**config.mk**
```make
export PLATFORM = sky130hd
export DESIGN_NAME = reg_axi_master
export DESIGN_NICKNAME = d
export VERILOG_FILES = /design/src/rtl/reg_axi_master.sv
export SDC_FILE = /design/constraint.sdc
export NUM_CORES = 1
export LEC_CHECK = 0
export CAP_MARGIN = 20
export CORE_MARGIN = 1
export CORE_UTILIZATION = 41
export CTS_CLUSTER_DIAMETER = 80
export DETAILED_ROUTE_END_ITERATION = 12
export GPL_TIMING_DRIVEN = 0
export PLACE_DENSITY = 0.83
export SYNTH_ARGS = -nofsm -noshare
export SYNTH_HDL_FRONTEND = slang
export SYNTH_SLANG_ARGS = --single-unit
```
**constraint.sdc**
```tcl
create_clock -name m_axi_aclk -period 8.6 [get_ports m_axi_aclk]
set_clock_uncertainty 0.15 [all_clocks]
set_input_delay 1.29 -clock m_axi_aclk [delete_from_list [all_inputs] [get_ports m_axi_aclk]]
set_output_delay 1.29 -clock m_axi_aclk [all_outputs]
set_load 0.01 [all_outputs]
```
**src/rtl/reg_axi_master.sv**
```systemverilog
// reg_axi_master: turns one local register access request into a single
// AXI4-Lite master transaction (write: AW+W then B, read: AR then R).
// Only one transaction is in flight at a time. Completion is reported with a
// one-cycle done pulse, the captured response code and the last read data.
//
// Ports:
//   m_axi_aclk, m_axi_areset  clock, asynchronous active-high reset
//   req/req_wr/req_addr/req_wdata/req_wstrb  local request (sampled when !busy)
//   busy, done, resp, rd_data                local status / completion
//   m_axi_aw*, m_axi_w*, m_axi_b*, m_axi_ar*, m_axi_r*  AXI4-Lite master
//
// Optional feature: define REG_AXI_MASTER_TIMEOUT_EN to enable a watchdog that
// aborts a transaction after TIMEOUT_CYCLES busy clocks with resp=2'b11.
module reg_axi_master #(
  parameter int unsigned AXI_ADDR_WIDTH = 32,
  parameter int unsigned AXI_DATA_WIDTH = 32,
  parameter int unsigned TIMEOUT_CYCLES = 1024
) (
  input  logic                        m_axi_aclk,
  input  logic                        m_axi_areset,
  // local request side
  input  logic                        req,
  input  logic                        req_wr,
  input  logic [AXI_ADDR_WIDTH-1:0]   req_addr,
  input  logic [AXI_DATA_WIDTH-1:0]   req_wdata,
  input  logic [AXI_DATA_WIDTH/8-1:0] req_wstrb,
  output logic                        busy,
  output logic                        done,
  output logic [1:0]                  resp,
  output logic [AXI_DATA_WIDTH-1:0]   rd_data,
  // write address channel
  output logic [AXI_ADDR_WIDTH-1:0]   m_axi_awaddr,
  output logic                        m_axi_awvalid,
  input  logic                        m_axi_awready,
  // write data channel
  output logic [AXI_DATA_WIDTH-1:0]   m_axi_wdata,
  output logic [AXI_DATA_WIDTH/8-1:0] m_axi_wstrb,
  output logic                        m_axi_wvalid,
  input  logic                        m_axi_wready,
  // write response channel
  input  logic [1:0]                  m_axi_bresp,
  input  logic                        m_axi_bvalid,
  output logic                        m_axi_bready,
  // read address channel
  output logic [AXI_ADDR_WIDTH-1:0]   m_axi_araddr,
  output logic                        m_axi_arvalid,
  input  logic                        m_axi_arready,
  // read data channel
  input  logic [AXI_DATA_WIDTH-1:0]   m_axi_rdata,
  input  logic [1:0]                  m_axi_rresp,
  input  logic                        m_axi_rvalid,
  output logic                        m_axi_rready
);

  localparam int unsigned STRB_W = AXI_DATA_WIDTH / 8;

  typedef enum logic [2:0] {
    S_IDLE    = 3'd0,
    S_WR      = 3'd1,
    S_WR_RESP = 3'd2,
    S_RD_ADDR = 3'd3,
    S_RD_DATA = 3'd4
  } state_t;

  state_t                    state_q, state_d;
  logic                      busy_q, busy_d;
  logic                      done_q, done_d;
  logic [1:0]                resp_q, resp_d;
  logic [AXI_DATA_WIDTH-1:0] rd_data_q, rd_data_d;
  logic [AXI_ADDR_WIDTH-1:0] addr_q, addr_d;
  logic [AXI_DATA_WIDTH-1:0] wdata_q, wdata_d;
  logic [STRB_W-1:0]         wstrb_q, wstrb_d;
  logic                      awvalid_q, awvalid_d;
  logic                      wvalid_q, wvalid_d;
  logic                      bready_q, bready_d;
  logic                      arvalid_q, arvalid_d;
  logic                      rready_q, rready_d;

`ifdef REG_AXI_MASTER_TIMEOUT_EN
  localparam int unsigned CNT_W = $clog2(TIMEOUT_CYCLES + 1);
  logic [CNT_W-1:0] cnt_q, cnt_d;
`else
  logic unused_timeout;
  assign unused_timeout = (TIMEOUT_CYCLES != 0);
`endif

  // Next-state and next-output logic
  always_comb begin
    state_d   = state_q;
    busy_d    = busy_q;
    done_d    = 1'b0;
    resp_d    = resp_q;
    rd_data_d = rd_data_q;
    addr_d    = addr_q;
    wdata_d   = wdata_q;
    wstrb_d   = wstrb_q;
    awvalid_d = awvalid_q;
    wvalid_d  = wvalid_q;
    bready_d  = bready_q;
    arvalid_d = arvalid_q;
    rready_d  = rready_q;

    case (state_q)
      S_IDLE: begin
        if (req) begin
          addr_d  = req_addr;
          wdata_d = req_wdata;
          wstrb_d = req_wstrb;
          busy_d  = 1'b1;
          if (req_wr) begin
            awvalid_d = 1'b1;
            wvalid_d  = 1'b1;
            state_d   = S_WR;
          end else begin
            arvalid_d = 1'b1;
            state_d   = S_RD_ADDR;
          end
        end
      end
      S_WR: begin
        // AW and W retire independently; a low valid means that channel is done
        if (awvalid_q && m_axi_awready) awvalid_d = 1'b0;
        if (wvalid_q && m_axi_wready)   wvalid_d  = 1'b0;
        if (!awvalid_d && !wvalid_d) begin
          bready_d = 1'b1;
          state_d  = S_WR_RESP;
        end
      end
      S_WR_RESP: begin
        if (bready_q && m_axi_bvalid) begin
          resp_d   = m_axi_bresp;
          done_d   = 1'b1;
          busy_d   = 1'b0;
          bready_d = 1'b0;
          state_d  = S_IDLE;
        end
      end
      S_RD_ADDR: begin
        if (arvalid_q && m_axi_arready) begin
          arvalid_d = 1'b0;
          rready_d  = 1'b1;
          state_d   = S_RD_DATA;
        end
      end
      S_RD_DATA: begin
        if (rready_q && m_axi_rvalid) begin
          rd_data_d = m_axi_rdata;
          resp_d    = m_axi_rresp;
          done_d    = 1'b1;
          busy_d    = 1'b0;
          rready_d  = 1'b0;
          state_d   = S_IDLE;
        end
      end
      default: begin
        state_d = S_IDLE;
      end
    endcase

`ifdef REG_AXI_MASTER_TIMEOUT_EN
    // Watchdog: fires on the busy clock that would bring the count to the
    // limit; a normal completion in that same clock wins.
    cnt_d = '0;
    if (busy_q) begin
      cnt_d = cnt_q + CNT_W'(1);
      if ((cnt_q == CNT_W'(TIMEOUT_CYCLES - 1)) && !done_d) begin
        awvalid_d = 1'b0;
        wvalid_d  = 1'b0;
        bready_d  = 1'b0;
        arvalid_d = 1'b0;
        rready_d  = 1'b0;
        done_d    = 1'b1;
        busy_d    = 1'b0;
        resp_d    = 2'b11;
        rd_data_d = '0;
        state_d   = S_IDLE;
        cnt_d     = '0;
      end
    end
`endif
  end

  // State and output registers
  always_ff @(posedge m_axi_aclk or posedge m_axi_areset) begin
    if (m_axi_areset) begin
      state_q   <= S_IDLE;
      busy_q    <= 1'b0;
      done_q    <= 1'b0;
      resp_q    <= 2'b00;
      rd_data_q <= '0;
      addr_q    <= '0;
      wdata_q   <= '0;
      wstrb_q   <= '0;
      awvalid_q <= 1'b0;
      wvalid_q  <= 1'b0;
      bready_q  <= 1'b0;
      arvalid_q <= 1'b0;
      rready_q  <= 1'b0;
`ifdef REG_AXI_MASTER_TIMEOUT_EN
      cnt_q     <= '0;
`endif
    end else begin
      state_q   <= state_d;
      busy_q    <= busy_d;
      done_q    <= done_d;
      resp_q    <= resp_d;
      rd_data_q <= rd_data_d;
      addr_q    <= addr_d;
      wdata_q   <= wdata_d;
      wstrb_q   <= wstrb_d;
      awvalid_q <= awvalid_d;
      wvalid_q  <= wvalid_d;
      bready_q  <= bready_d;
      arvalid_q <= arvalid_d;
      rready_q  <= rready_d;
`ifdef REG_AXI_MASTER_TIMEOUT_EN
      cnt_q     <= cnt_d;
`endif
    end
  end

  assign busy          = busy_q;
  assign done          = done_q;
  assign resp          = resp_q;
  assign rd_data       = rd_data_q;
  assign m_axi_awaddr  = addr_q;
  assign m_axi_awvalid = awvalid_q;
  assign m_axi_wdata   = wdata_q;
  assign m_axi_wstrb   = wstrb_q;
  assign m_axi_wvalid  = wvalid_q;
  assign m_axi_bready  = bready_q;
  assign m_axi_araddr  = addr_q;
  assign m_axi_arvalid = arvalid_q;
  assign m_axi_rready  = rready_q;

endmodule

```
* Yosys cells after proc, flatten, opt, wreduce, memory -nomap -nowiden
Index checks and enable logic that the tools add are counted.
** Storage, ports and cells
- Logic and storage cells :: 81
- Input port bits :: 113
- Bits in registers :: 112
- Output and inout bits :: 141
** Cells by class
- Muxes and demuxes :: 33
- Reduce and logical (&&, ||, !) cells :: 24
- Equality and inequality tests :: 11
** Operator list (count)
- $mux W1 :: 16
- $mux W3 :: 5
- $pmux W3 S5 :: 1
- $ne A2 B2 Y1 const B :: 7
- $pmux W1 S2 :: 6
- $reduce_and A3 Y1 :: 4
- $reduce_bool A2 Y1 :: 5
- $reduce_and A4 Y1 :: 2
- $eq A3 B2 Y1 const B :: 2
- $logic_and A1 B1 Y1 :: 6
- $mux W2 :: 3
- $reduce_and A5 Y1 :: 1
- $pmux W2 S2 :: 1
- $reduce_and A2 Y1 :: 2
- $eq A3 B1 Y1 const B :: 1
- $eq A3 B3 Y1 const B :: 1
- $logic_not A3 Y1 :: 1
- $pmux W1 S3 :: 1
- $reduce_bool A3 Y1 :: 1
- $logic_not A1 Y1 :: 2

* Logic depth before layout (Yosys ltp)
Gate-level depths: netlist of the first run.
- Depth after elaboration :: 7
- Depth in mapped cells :: 6
- Mapped depth without buffers :: 3

* Worst setup path after synthesis of the first run
Ideal clock, no wire load.
- Path kind :: input -> register
- Start :: input port req
- End :: register addr_q[0] (netlist: m_axi_araddr[0])
- Path buffers :: 1
- Setup slack :: 6181 ps
- Required time :: 8325 ps
- Data arrival time :: 2144 ps
- Cell stages on the path :: 3
- Setup time :: 125 ps
- Path through :: nor4b_4 -> buf_2 -> mux2_2
** On the way
- Cells in the longest elaborated chain, start to end :: 1
** Ends and longest elaborated chain
- from (decl) :: line 22 : input logic req,
- $reduce_and A2 Y1 (no line)
- to (signal assigned) :: line 208 : addr_q <= addr_d;
- to (decl) :: line 70 : logic [AXI_ADDR_WIDTH-1:0] addr_q, addr_d;
Every way passes these cells.
A chain may end at the register's enable or synchronous reset.

* Final worst setup path of the first run
- Start :: input port req
- End :: register addr_q[18] (netlist: m_axi_araddr[18])
Same word-level chain as after synthesis.

==> metrics.md, run 1 <==
| Metric | Value |
|---|---|
| Status | finished clean |
| Mapped Nets | 418 |
| Fmax | 329.1 MHz |
| Vias in the first global route | 3531 |
| Worst-path clk slew | 0.07 ns |
| # IOs | 254 |
| P_int | 1.954 mW |
| Row count | 39 |
| DRC viols | 0 |
| Fin. Hold Viols | 0 |
| Fin crit share | 0.3533 |
| Switching Share | 0.3004 |
| CTS tree | built |
| Initial Util | 0.4202 |
| Num CTS Buffers | 9 |
| DRT Pass-1 Iters | 4 |
| Worst Setup Start Kind | input pin |
| Initial DRC Count | 121 |
| Final wirelength | 11980 um |
| Hold_buf cts | 0 |
| Warnings, synthesis | 0 |
| Area after DPL | 7518 sq um |
| Register area share after synthesis | 0.5867 |
| Port Buffers | 253 |
| Crit Path Max Fanout | 10 |
| Clock power frac | 0.151 |
| FFs w/ async S/R, synth | 1.000 |
| Largest net degree at the start of global routing | 67 |
| Biggest area consumer among synthesized cells | dfrtp_1 |
| Distinct cells, synth | 32 |
| Area share of the largest cell type after synthesis | 0.5867 |
| Area Growth Syn to Fin | 63.83% |
| Number of H-tree levels | 3 |
| Core area | 11370 sq um |
| Layout Nets | 683 |
| Via Count | 3429 |
| Drt wl/cell | 16.68 um |
| Crit Reg-Reg Startpoint | state_q[1] |
| Die height | 109.9 um |
| LEAKAGE | 3.357 nW |
| Critical path capture point type | flop |
| Resize count post-CTS | 0 |
| Reg-to-reg slack, setup | 6.53 ns |
| CTS Root Cell | clkbuf_16 |
| Dominant cells by area after synthesis | dfrtp_1 (59%), mux2_2 (15%), mux2_4 (11%) |
| Synthesized area | 4777 sq um |
| Finished Cell Area | 7826 sq um |
| Tmin final | 3.039 ns |
| Final slew viol count | 0 |
| RSZ-0062 raised after global routing | false |
| Final setup margin | 5.561 ns |
| Full die area | 12090 sq um |
| #FFs+latches synth | 112 |
| HP Class | flop to flop |
| Mapped Cells | 305 |
| Initial antenna violation count | 0 |
| Slew headroom | 0.5881 |
| R2R cell count | 4 |
| Worst-case vdd ir drop | 226.8 uV |
| Worst r2r dst | m_axi_araddr[18] |
| Synth Area per Inst | 15.66 sq um |
| Ys flop type | dfrtp_1 |
| Max-cap viol count | 0 |
| Crit path from | req |
| Clock Sinks | 112 |
| Tot GR Track Use | 0.1929 |
| Final Wtd Congestion | 0.7627 |
| First-pass GRT wire length | 17470 um |
| Crit path DAT | 3.11 ns |
| Kind of critical path | input pin to flop |
| Gate power share | 0.517 |
| Crit path to | m_axi_araddr[18] |
| EDFF count, synth | 0 |
| Routed Antenna Nets | 0 |
| DP Wirelength | 9243 um |
| Required time of the critical path | 8.67 ns |
| Worst slack, placed | 5.185 ns |
| Max clock buf depth | 2 |
| NetSw | 839.0 uW |
| GRT overflow | 0 |
| Endpoints failing setup | 0 |
| N_diodes | 0 |
| Final TNS setup | 0 ns |
| Worst-Skew Late Latency | 0.34 ns |
| Routed vias/inst | 4.776 |
| Fin util | 0.6883 |
| Post-CTS Setup Bufs | 0 |
| Layout cell share with drive strength beyond 1 | 0.2904 |
| Worst-Margin Slew | 0.6178 ns |
| P per Cell Area | 356.9 nW/um^2 |
| Die Wd | 109.9 um |
| Register share of total power | 0.332 |
placed cells by master (no fill, tap or decap), drive strengths merged:
cell type and instances:
nand2 6, clkinv 4, or3b 2, o21ai 3, bufinv 1, o22ai 1
a31oi 5, clkinvlp 1, o21a 1, a211o 1, nand3 2, inv 4
mux2 104, nand2b 2, nor2b 1, o311ai 1, buf 47, nor4b 1
a32oi 1, nor3b 1, a21boi 1, o21bai 2, and2b 1, clkbuf 10
clkdlybuf4s50 253, o2bb2ai 2, nand4 1, a21oi 1, nor2 3, dfrtp 112
critical path, cell delays in order:
cell	delay, ns
clkdlybuf4s50_1	0.56
nor4b_4	0.52
buf_2	0.36
mux2_2	0.37
cell usage after synthesis (3+ instances only):
| cell type | instances |
|---|---|
| a31oi_1 | 5 |
| o21ai_0 | 3 |
| buf_2 | 8 |
| buf_6 | 3 |
| dfrtp_1 | 112 |
| mux2_2 | 65 |
| mux2_1 | 5 |
| buf_12 | 3 |
| nand2_1 | 6 |
| mux2_4 | 34 |
| inv_1 | 4 |
| buf_4 | 32 |
metal layers:
layer  vias to the layer above  wire, um  global-route usage
met5                         -         0                   0
met4                         0       178             0.08286
met3                        15       998             0.04861
met2                       156      6529              0.3647
met1                      1694      4272              0.1995
li1                       1564         -                   -
power by group through the flow:
stage / clock [mW] / combinational [mW] / sequential [mW]
5_1_grt: 0.455 / 1.54 / 0.961
2_1_floorplan: 0 / 0.568 / 1.03
3_3_place_gp: 0 / 1.42 / 0.918
6_report: 0.422 / 1.44 / 0.928
3_5_place_dp: 0 / 1.45 / 0.938
4_1_cts: 0.433 / 1.46 / 0.930
stage by stage:
stage          cells  power (mW)  hold slack (ns)
6_report         718       2.793           0.3565
5_1_grt          718       2.955           0.3786
4_1_cts          718       2.823           0.3607
3_5_place_dp     702       2.392           0.3420
3_3_place_gp     701       2.339           0.3400
2_1_floorplan    305       1.596           0.3643
final cells by class:
class                           instances  area, sq um
Buffer                                 46        374.1
Tap cell                              143        178.9
Sequential cell                       112         2803
Clock inverter                          6        68.82
Multi-Input combinational cell        143         1585
Timing Repair Buffer                  254         2560
Fill cell                             823         3543
Inverter                                4        17.52
Clock buffer                           10        239.0
how the worst min path moves through the flow:
stage                    startpoint               to  slack (ns)  cells past startpoint
floorplan                state_q[2]       state_q[0]        0.36                      2
finish               m_axi_wdata[0]   m_axi_wdata[0]        0.36                      1
CTS                  m_axi_wdata[0]   m_axi_wdata[0]        0.36                      1
detailed placement      rd_data[27]      rd_data[27]        0.34                      1
global placement    m_axi_wdata[27]  m_axi_wdata[27]        0.34                      1
global route         m_axi_wdata[0]   m_axi_wdata[0]        0.38                      1
registers in the layout, summed over array words and instances (netlist names), 2 cells and up:
register / cells
state_q: 3
m_axi_wdata: 32
m_axi_araddr: 32
rd_data: 32
resp: 2
m_axi_wstrb: 4
cells by family (layout without fill, tap and decap cells):
family | count (synthesis) | after routing | share of synthesized area
AND/OR/NAND/NOR | 20 | 20 | 0.02960
buffers and inverters | 50 | 320 | 0.08146
flip-flops | 112 | 112 | 0.5867
multiplexers | 104 | 104 | 0.2719
AO/OA/AOI/OAI | 19 | 19 | 0.03038
Note: power is estimated with default switching activity, not from simulation.
==> run 2: changes to the inputs <==
CORE_UTILIZATION = 39   (was 41)
PLACE_DENSITY = 0.8   (was 0.83)
clock period = 3.1 ns   (was 8.6 ns; I/O delays follow)
==> metrics.md, run 2 (synthesis results as in run 1) <==
| Metric | Value |
|---|---|
| Num CTS Buffers | 9 (unchanged) |
| Crit Path Max Fanout | 10 (unchanged) |
| Via Count | 3383 (-1.3%) |
| Worst-Skew Late Latency | 0.34 ns (about the same) |
| Drt wl/cell | 16.47 um (-1.3%) |
| Initial antenna violation count | 0 (unchanged) |
| Routed vias/inst | 4.679 (-2.0%) |
| Die Wd | 112.7 um (+2.5%) |
| Worst-Margin Slew | 0.7821 ns (+0.1643 ns) |
| Multi-input gate area | 1585 sq um (unchanged) |
| Critical path capture point type | flop |
| Fin. Hold Viols | 0 (unchanged) |
| Full die area | 12700 sq um (+5.0%) |
| Crit path DAT | 2.23 ns (-0.88 ns) |
| Die height | 112.7 um (+2.5%) |
| Final slew viol count | 0 (unchanged) |
| Commonest cells after routing, fill and taps aside | clkdlybuf4s50_1 (253), dfrtp_1 (112), mux2_2 (65) |
| Switching Share | 0.2993 (-0.001078) |
| Cell Chain, Critical Path | clkdlybuf4s50_1 > nor4b_4 > buf_2 > mux2_2 |
| Pwr Total | 7.682 mW (+180%) |
| Largest net degree at the start of global routing | 42 (-37%) |
| NetSw | 2.299 mW (+170%) |
| Max-cap viol count | 0 (unchanged) |
| Initial DRC Count | 90 (-26%) |
| Resize count post-CTS | 0 (unchanged) |
| Crit Reg-Reg Startpoint | state_q[1] |
| Fmax | 464.9 MHz |
| Crit path from | req |
| Post-CTS Setup Bufs | 0 (unchanged) |
| Routed Antenna Nets | 0 (unchanged) |
| P per Cell Area | 981.9 nW/um^2 (+180%) |
| Tot GR Track Use | 0.1935 (+0.0006579) |
| Final wirelength | 11910 um (-0.58%) |
| Endpoints failing setup | 0 (unchanged) |
| Crit-path max cell delay | 0.55 ns (about the same) |
| DRT Pass-1 Iters | 4 (unchanged) |
| Gate power share | 0.521 (+0.004) |
| GRT overflow | 0 (unchanged) |
| Number of H-tree levels | 3 (unchanged) |
| First-pass GRT wire length | 18760 um (+7.4%) |
| Crit path max-delay family | buffers and inverters |
| Crit path buffers/inverters | 2 (unchanged) |
| Reg-to-reg slack, setup | 1.08 ns (-5.45 ns) |
| Worst-path clk slew | 0.07 ns (about the same) |
| Slowest CP cell | clkdlybuf4s50_1 |
| Crit path to | m_axi_wdata[0] |
| Hold Path Depth | 1 (unchanged) |
| R2R cell count | 4 (unchanged) |
| Clock power frac | 0.144 (-0.007) |
| RSZ-0062 raised after global routing | false |
| Commonest non-fill, non-tap cell in the layout | clkdlybuf4s50_1 |
| Clock Sinks | 112 (unchanged) |
| Max clock buf depth | 2 (unchanged) |
| Worst-case vdd ir drop | 511.6 uV (+130%) |
| Vias in the first global route | 3549 (+0.51%) |
| P_int | 5.383 mW (+180%) |
| CTS Root Cell | clkbuf_16 |
| Required time of the critical path | 3.18 ns (-5.49 ns) |
| Status | finished clean |
| LEAKAGE | 3.349 nW (-0.24%) |
| Fill count | 931 (+13%) |
| FF+latch area | 2803 sq um (unchanged) |
| Hold_buf cts | 0 (unchanged) |
| Slew headroom | 0.4775 (-0.1106) |
| Row count | 40 (+2.6%) |
| Finished Cell Area | 7824 sq um (about the same) |
| Layout cell share with drive strength beyond 1 | 0.2882 (-0.002240) |
| DP Wirelength | 9453 um (+2.3%) |
| Tmin final | 2.151 ns |
| Layout Nets | 684 (+0.15%) |
| Register share of total power | 0.335 (+0.003) |
| Final TNS setup | 0 ns (unchanged) |
| Critical path depth | 4 (unchanged) |
| Kind of critical path | input pin to flop |
| Initial Util | 0.3994 (-0.02079) |
| Core area | 11960 sq um (+5.2%) |
| Area after DPL | 7537 sq um (+0.25%) |
| N_diodes | 0 (unchanged) |
| Worst Setup Start Kind | input pin |
| # IOs | 254 (unchanged) |
| HP Class | flop to flop |
| Worst r2r dst | m_axi_wdata[0] |
| Fin crit share | 0.6938 |
| CTS tree | built |
| Area Growth Syn to Fin | 63.78% (about the same) |
| DRC viols | 0 (unchanged) |
| Final Wtd Congestion | 0.7686 (+0.77%) |
| Final hold slack | 0.3590 ns (+0.002433 ns) |
| Port Buffers | 253 (unchanged) |
==> run 2: changes by cell type in the layout (fill, tap and decap cells not counted), sizes merged <==
cell / before / now
buf: 47 / 48
bufinv: 1 / 0
clkbuf: 10 / 14
clkinv: 4 / 1
clkinvlp: 1 / 2
inv: 4 / 3
==> run 2: area by class of cell <==
class                   instances  share of cell area
multi-input cells             143              0.2026
flip-flops and latches        112              0.3582
clock inverters                 2            0.001599
clock buffers                  14             0.03502
plain buffers                  46             0.04782
repair buffers                255              0.3288
well taps                     147             0.02351
inverters                       4            0.002399
==> run 2: worst reg2reg max path: stages (launching register included) <==
cell and delay (ns):
dfrtp_1 0.38, buf_6 0.14, nor4b_4 0.52, buf_2 0.35, mux2_2 0.38
==> run 2: power by group through the flow <==
stage | clock [mW] | sequential, mW | combinational (mW)
6_report | 1.10 | 2.57 | 4.00
5_1_grt | 1.19 | 2.67 | 4.24
3_3_place_gp | 0 | 2.56 | 3.95
4_1_cts | 1.14 | 2.59 | 4.06
2_1_floorplan | 0 | 2.85 | 1.57
3_5_place_dp | 0 | 2.61 | 4.04
==> run 2: how the worst min path moves through the flow <==
stage	end	slack, ns	startpoint
floorplan	state_q[0]	0.36	state_q[2]
detailed placement	m_axi_wdata[7]	0.35	m_axi_wdata[7]
global route	m_axi_wdata[7]	0.37	m_axi_wdata[7]
CTS	m_axi_wdata[7]	0.36	m_axi_wdata[7]
global placement	m_axi_wdata[15]	0.34	m_axi_wdata[15]
finish	m_axi_wdata[7]	0.36	m_axi_wdata[7]
==> run 2: metrics by stage <==
step	cells	util	worst slack, ns
after floorplan	305	-	1.128
after global placement	705	0.6268	0.05612
after detailed placement	707	0.6301	0.5113
after CTS	723	0.6541	0.8814
after global routing	723	0.6541	0.7858
final	723	0.6541	0.9491
==> run 2: metal layers <==
metal / part of all wire / track usage / vias to the layer above / wire length (um)
met3: 0.077 / 0.05886 / 13 / 915
met1: 0.37 / 0.2169 / 1650 / 4379
met4: 0.016 / 0.06756 / 0 / 194
met2: 0.54 / 0.3477 / 150 / 6421
met5: 0 / 0 / - / 0
li1: - / - / 1570 / -
==> run 3: changes to the inputs <==
CORE_UTILIZATION = 36   (was 39)
PLACE_DENSITY = 0.78   (was 0.8)
clock period = 1.9 ns   (was 3.1 ns; I/O delays follow)
==> metrics.md, run 3 (synthesis results as in run 1) <==
| Metric | Value |
|---|---|
| Max-cap viol count | 0 (unchanged) |
| Slew headroom | 0.5056 (+0.02813) |
| Endpoints failing setup | 31 (+31) |
| Initial Util | 0.3740 (-0.02539) |
| Final setup margin | -0.03742 ns (-0.9865 ns) |
| DRC viols | 0 (unchanged) |
| RSZ-0062 raised after global routing | true |
| DRT Pass-1 Iters | 4 (unchanged) |
| Num CTS Buffers | 9 (unchanged) |
| Worst slack, placed | -0.5475 ns (-1.059 ns) |
| # IOs | 254 (unchanged) |
| Die Wd | 117.2 um (+4.0%) |
| Row count | 41 (+2.5%) |
| Worst-Skew Late Latency | 0.34 ns (about the same) |
| Core area | 12770 sq um (+6.8%) |
| Number of H-tree levels | 3 (unchanged) |
| Clock power frac | 0.143 (about the same) |
| Die height | 117.2 um (+4.0%) |
| Clock Sinks | 112 (unchanged) |
| First-pass GRT wire length | 17280 um (-7.9%) |
| Vias in the first global route | 3473 (-2.1%) |
| Routed vias/inst | 4.497 (-3.9%) |
| Layout Nets | 691 (+1.0%) |
| Pwr Total | 12.58 mW (+64%) |
| Worst-Margin Slew | 0.7400 ns (-0.04210 ns) |
| Commonest non-fill, non-tap cell in the layout | clkdlybuf4s50_1 |
| Initial antenna violation count | 0 (unchanged) |
| DP Wirelength | 8885 um (-6.0%) |
| Drt wl/cell | 15.33 um (-7.0%) |
| Max clock buf depth | 2 (unchanged) |
| Via Count | 3395 (+0.35%) |
| Fin crit share | 1.020 |
| Reg-to-reg slack, setup | -0.04 ns (-1.12 ns) |
| P per Cell Area | 1586 nW/um^2 (+62%) |
| Failing checks | negative setup slack |
| Full die area | 13730 sq um (+8.2%) |
| Final Wtd Congestion | 0.7232 (-5.9%) |
| Worst r2r dst | rd_data[22] |
| N_diodes | 0 (unchanged) |
| Tmin final | 1.937 ns |
| NetSw | 3.780 mW (+64%) |
| Placed cell count | 732 (+3.5%) |
| Port Buffers | 253 (unchanged) |
| Fin util | 0.6211 (-0.03296) |
| Largest net degree at the start of global routing | 43 (+2.4%) |
| Final wirelength | 11570 um (-2.8%) |
| Crit Path Max Fanout | 10 (unchanged) |
| Routed Antenna Nets | 0 (unchanged) |
| Fin. Hold Viols | 0 (unchanged) |
| Crit Reg-Reg Startpoint | state_q[1] |
| Kind of critical path | flop to flop |
| HP Class | input pin to asynchronous set/reset pin |
| Area Growth Syn to Fin | 66.08% |
| Worst-case vdd ir drop | 700.1 uV (+37%) |
| Crit path from | state_q[1] |
| Status | finished with violations |
| CTS Root Cell | clkbuf_16 |
| Tot GR Track Use | 0.1676 (-0.02590) |
| Final slew viol count | 0 (unchanged) |
| Crit path DAT | 2.01 ns (-0.22 ns) |
| Initial DRC Count | 66 (-27%) |
| Gate power share | 0.525 (+0.004) |
| R2R cell count | 6 (+2) |
| Switching Share | 0.3004 (+0.001101) |
| Fmax | 516.2 MHz |
| Worst Setup Start Kind | flop |
| Register share of total power | 0.333 (-0.002) |
| Commonest cells after routing, fill and taps aside | clkdlybuf4s50_1 (253), dfrtp_1 (112), mux2_2 (64) |
| Crit path to | rd_data[22] |
| Worst-path clk slew | 0.08 ns (about the same) |
| Required time of the critical path | 1.98 ns (-1.20 ns) |
| Final Non-Filler Cells | 755 (+4.4%) |
| GRT overflow | 0 (unchanged) |
| CTS tree | built |
| Final TNS setup | -0.7773 ns (-0.7773 ns) |
| LEAKAGE | 3.390 nW (+1.2%) |
| Layout cell share with drive strength beyond 1 | 0.3002 (+0.01198) |
| Critical path capture point type | flop |
| P_int | 8.802 mW (+64%) |
-- run 3: worst min-delay path by stage --
stage,slack (ns),start,depth (start not counted),end
after floorplan,0.27,req_addr[22],1,m_axi_araddr[22]
after global placement,0.34,m_axi_wdata[30],1,m_axi_wdata[30]
after detailed placement,0.34,resp[0],1,resp[0]
after CTS,0.27,m_axi_areset,2,rd_data[5]
after global routing,0.31,m_axi_areset,2,rd_data[5]
final,0.26,m_axi_areset,2,rd_data[21]
-- run 3: cell type report --
cell class                 instances  area [sq um]
tap                              172         215.2
fill                             954          4840
timing repair buffer             262          2629
multi-input combinational        143          1592
inverter                           4         18.77
clock inverter                     6         43.79
sequential                       112          2803
clock buffer                      10         239.0
buffer                            46         394.1
-- run 3: timing repair --
item,CTS,global route
gates cloned,0,0
hold buffers,0,0
pin swaps,3,0
setup buffers,4,3
setup endpoints to repair,101,94
resized for setup,2,9
-- run 3: worst max-delay path: stages (launching register included) --
cell and delay, ns:
dfrtp_1 0.37, buf_6 0.13, or3b_1 0.36, buf_6 0.16, nor2_8 0.17, buf_12 0.17
mux2_4 0.30
-- run 3: power groups by stage --
stage | combinational [mW] | sequential [mW] | clock [mW]
after floorplan | 2.57 | 4.66 | 0
after global placement | 6.46 | 4.16 | 0
after detailed placement | 6.57 | 4.22 | 0
after CTS | 6.63 | 4.20 | 1.86
after global routing | 7.07 | 4.33 | 1.94
final | 6.60 | 4.18 | 1.80
-- run 3: routing by layer --
| metal | part of all wire | track usage |
|---|---|---|
| met1 | 0.38 | 0.1882 |
| met2 | 0.51 | 0.2871 |
| met3 | 0.097 | 0.06128 |
| met4 | 0.015 | 0.07089 |
| met5 | 0 | 0 |
-- run 3: metrics by stage --
stage                     area (sq um)  hold slack (ns)
after global placement            7528           0.3384
final                             7934           0.2575
after detailed placement          7569           0.3428
after CTS                         7886           0.2651
after floorplan                   4781           0.2697
after global routing              7934           0.3095
